**src/rtl/bcd_digit_entry.sv**
```systemverilog
// Decimal digit entry: shifts up to three digits into a right-aligned BCD register and
// hands the committed number downstream through a valid/ready handshake.
module bcd_digit_entry #(
  parameter int unsigned IDLE_TIMEOUT = 1000,
  parameter int unsigned TO_W         = 10
) (
  input  logic       clk,
  input  logic       rst,
  input  logic [3:0] digit_in,
  input  logic       digit_valid,
  output logic       digit_ready,
  input  logic       enter,
  input  logic       clear,
  output logic [3:0] huns,
  output logic [3:0] tens,
  output logic [3:0] units,
  output logic       bcd_valid,
  input  logic       bcd_ready,
  output logic [1:0] count,
  output logic       err
);

  typedef enum logic [1:0] {StIdle, StEntry, StHold} state_e;

  // Timer value on the cycle whose edge completes the idle period.
  localparam logic [TO_W-1:0] TimeoutLast = TO_W'(IDLE_TIMEOUT - 1);

  state_e          state_q, state_d;
  logic [3:0]      huns_q, huns_d, tens_q, tens_d, units_q, units_d;
  logic [1:0]      count_q, count_d;
  logic [TO_W-1:0] timer_q, timer_d;
  logic            err_q, err_d;

  logic accept, store, reject, timeout_hit;

  assign digit_ready = ~rst & (state_q != StHold);
  assign accept      = digit_valid & digit_ready;
  // Only legal digits with room left are stored; every other accepted code is rejected.
  assign store       = accept & (digit_in <= 4'd9) & (count_q != 2'd3);
  assign reject      = accept & ~store;
  assign timeout_hit = (IDLE_TIMEOUT != 0) && (timer_q == TimeoutLast) && !store;

  // Next-state: entry shifting, commit, handshake release and clear override.
  always_comb begin
    state_d = state_q;
    huns_d  = huns_q;
    tens_d  = tens_q;
    units_d = units_q;
    count_d = count_q;
    timer_d = timer_q;
    err_d   = 1'b0;

    unique case (state_q)
      StIdle: begin
        timer_d = '0;
        err_d   = reject;
        if (store) begin
          huns_d  = tens_q;
          tens_d  = units_q;
          units_d = digit_in;
          count_d = count_q + 2'd1;
          state_d = enter ? StHold : StEntry;
        end
      end
      StEntry: begin
        err_d = reject;
        if (store) begin
          huns_d  = tens_q;
          tens_d  = units_q;
          units_d = digit_in;
          count_d = count_q + 2'd1;
          timer_d = '0;
        end else begin
          timer_d = timer_q + TO_W'(1);
        end
        if (enter || timeout_hit) begin
          state_d = StHold;
          timer_d = '0;
        end
      end
      StHold: begin
        timer_d = '0;
        if (bcd_ready) begin
          state_d = StIdle;
          huns_d  = '0;
          tens_d  = '0;
          units_d = '0;
          count_d = '0;
        end
      end
      default: begin
        state_d = StIdle;
      end
    endcase

    // Clear wins over everything except reset; a digit offered with it is silently dropped.
    if (clear) begin
      state_d = StIdle;
      huns_d  = '0;
      tens_d  = '0;
      units_d = '0;
      count_d = '0;
      timer_d = '0;
      err_d   = 1'b0;
    end
  end

  // State registers with synchronous reset.
  always_ff @(posedge clk) begin
    if (rst) begin
      state_q <= StIdle;
      huns_q  <= '0;
      tens_q  <= '0;
      units_q <= '0;
      count_q <= '0;
      timer_q <= '0;
      err_q   <= 1'b0;
    end else begin
      state_q <= state_d;
      huns_q  <= huns_d;
      tens_q  <= tens_d;
      units_q <= units_d;
      count_q <= count_d;
      timer_q <= timer_d;
      err_q   <= err_d;
    end
  end

  assign huns      = huns_q;
  assign tens      = tens_q;
  assign units     = units_q;
  assign count     = count_q;
  assign bcd_valid = (state_q == StHold);
  assign err       = err_q;

endmodule

```
**config.mk**
```make
export PLATFORM = sky130hd
export DESIGN_NAME = bcd_digit_entry
export DESIGN_NICKNAME = d
export VERILOG_FILES = /design/src/rtl/bcd_digit_entry.sv
export SDC_FILE = /design/constraint.sdc
export NUM_CORES = 1
export LEC_CHECK = 0
export ABC_AREA = 1
export BUFFER_PORTS_ARGS = -buffer_cell sky130_fd_sc_hd__buf_2
export CORE_AREA = 10 10 60 62
export CTS_CLUSTER_DIAMETER = 40
export DETAILED_ROUTE_END_ITERATION = 10
export DIE_AREA = 0 0 70 72
export GPL_TIMING_DRIVEN = 0
export MAX_ROUTING_LAYER = met4
export PLACE_DENSITY = 0.79
export SLEW_MARGIN = 10
export SYNTH_ARGS = -nofsm -noshare
export SYNTH_HDL_FRONTEND = slang
export SYNTH_SLANG_ARGS = --single-unit
```
**constraint.sdc**
```tcl
create_clock -name clk -period 2.2 [get_ports clk]
set_input_delay 0.44 -clock clk [delete_from_list [all_inputs] [get_ports clk]]
set_output_delay 0.44 -clock clk [all_outputs]
set_load 0.01 [all_outputs]
```
==> results.yml <==
clock_network:
  clk_latency_ps: 340
  cts_hold_repair.buffers: 0
  cts_tree: "done"
  htree_levels: 1
  cts_buffers: 3
  cts_resized: 0
  clock_path_buffers: 2
  clock-root-buffer: "clkbuf_4"
  cts_setup_buffers: 0
  cts.reportedPaths.clkPinSlew_ps: 160
  clock-sinks: 27
power:
  p_per_area_nw_per_um2: 534
  peakVddDrop_mv: 0.569
  p_leak_nw: 0.645
global_routing:
  grt_start_max_net_pins: 18
  grt_usage: 0.121
  grt_pass1_vias: 1230
  grt_pass1_wl_um: 5040
  grt_antenna_before_repair: 0
  grt-ovfl-total: 0
floorplanning:
  start_util: 0.543
  core_um2: 2430
  die_area_um2: 5040
  die_h_um: 72
  num_io_pins: 27
  rows: 18
  die_width_um: 70
status:
  status: "complete, no violations"
detailed_routing:
  drc: 0
  route.vias.total: 1265
  firstDrtPassIters: 4
  vias_per_cell: 5.12
  drt_iter0_drc: 51
  wl_per_cell_um: 12.2
  final_antenna_net_count: 0
  wirelength_um: 3010
synthesis:
  synth-seq-cells: 27
  syn-cell-area_um2: 1320
  ys_warn_count: 0
  yosys.area.top_type_share: 0.409
  synthTopCellsByArea: "dfxtp_1 41%, nand2_1 12%, nor2_1 8.2%, a21oi_1 8.0%, inv_1 6.3%"
  syn_avg_cell_area_um2: 7.06
  synth_nets: 199
  synth_seq_area_share: 0.409
  synth_top_area_cell: "dfxtp_1"
  synthCells: 187
  yosysUniqueCellTypes: 23
place:
  gp_congestion: 0.776
  port_buffers: 26
  place_area_um2: 1490
  post-dp-hpwl_um: 2380
  place_ws_ps: 496
sta:
  hold_violations: 0
  period_needed_ps: 1740
  worstMarginPinSlew_ps: 490
  max_freq_mhz: 575
  fin_ws_ps: 460
  fin_crit_sh: 0.791
  slew_violations: 0
  slew_headroom: 0.674
  finalSetupTns_ps: 0
  rsz0062_at_grt: "false"
  skew_ps: 3.19
  finalSetupViolations: 0
worst_setup_path:
  startpoint: "state_q[1]"
  worst_ep_arrival_time_ps: 1300
  rr_startpoint: "count[0]"
  critPathRequiredTime_ps: 1760
  path_max_fanout: 7
  cp-end-kind: "output port"
  cp-start-kind: "register"
  critPathKind: "reg2out"
finish:
  final_common_cell: "nand2_1"
  fin_util: 0.624
  drive_gt1_frac: 0.189
  area_delta_synth_final_pct: 15.1
  final_cell_mix: "42 x nand2_1, 29 x nor2_1, 27 x dfxtp_1"
  fin_area_um2: 1520
  diodes: 0
  num-nets-final: 230
job:
  max-cap-violations: 0
worst_hold_path:
  hold_start: "clear"
  hp-class: "in2reg"
[cell type report]
class | instances | area (µm²)
inverter | 23 | 88.8
tap | 30 | 37.5
clock inverter | 1 | 8.76
clock buffer | 3 | 22.5
multi-input combinational | 132 | 649
timing repair buffer | 26 | 130
buffer | 5 | 41.3
fill | 213 | 913
sequential | 27 | 541
[layer usage]
metal	global-route usage	wire length (µm)
met1	0.119	1340
met2	0.220	1560
met4	0.0570	28
met3	0.0286	78
met5	-	0
[final timing paths]
kind / end / slack [ps] / cells past startpoint
worst max-delay path: digit_ready / 460 / 4
worst min-delay path: err / 240 / 2
worst max register to register: units[1] / 640 / 8
worst min register to register: huns[2] / 490 / 2
[synth_stat cells]
library cell	number
nand3_4	1
inv_4	1
buf_6	3
o21ai_0	4
a21oi_2	1
nand2_1	42
nor4_1	1
nor3_1	1
xor2_1	1
xnor2_1	2
nand3_1	16
a21oi_1	21
dfxtp_1	27
nor2_1	29
nand2_2	2
ha_1	2
o21a_1	2
clkbuf_1	2
nand2_4	1
nor2_4	2
o2111ai_1	1
inv_1	22
nand4_1	3
[power breakdown]
group	leakage [nW]	switching, W	internal [W]
logic	0.409	0.0000472	0.0000273
registers	0.218	0.00000391	0.000493
clock network	0.0183	0.000165	0.0000746
[metrics by stage]
step / total power [W] / hold WS (ps) / cells
floorplan: 0.000558 / 461 / 187
global placement: 0.000579 / 464 / 243
detailed placement: 0.000582 / 470 / 243
CTS: 0.000815 / 238 / 247
global route: 0.000833 / 243 / 247
finish: 0.000811 / 243 / 247
[state kept, by name (all words and copies together), names as in the netlist]
| signal | count |
|---|---|
| timer_q | 10 |
| huns | 4 |
| tens | 4 |
| units | 4 |
| count | 2 |
| state_q | 2 |
| err | 1 |
[worst max-delay path, stage by stage, from the launching register on]
cell and delay (ps):
dfxtp_1 540, nand2_2 120, nand2_2 100, inv_1 60, buf_2 140
[cell families (layout without fill, tap and decap cells)]
kind of cell	after synthesis	after routing	synth area share
AOI/OAI and AO/OA	29	29	0.119
xor gates and xnor gates	3	3	0.0199
adders and majority gates	2	2	0.0190
buffers and inverters	28	58	0.0986
DFF	27	27	0.409
and+or+nand+nor	98	98	0.334
(Power assumes the default switching activity.)
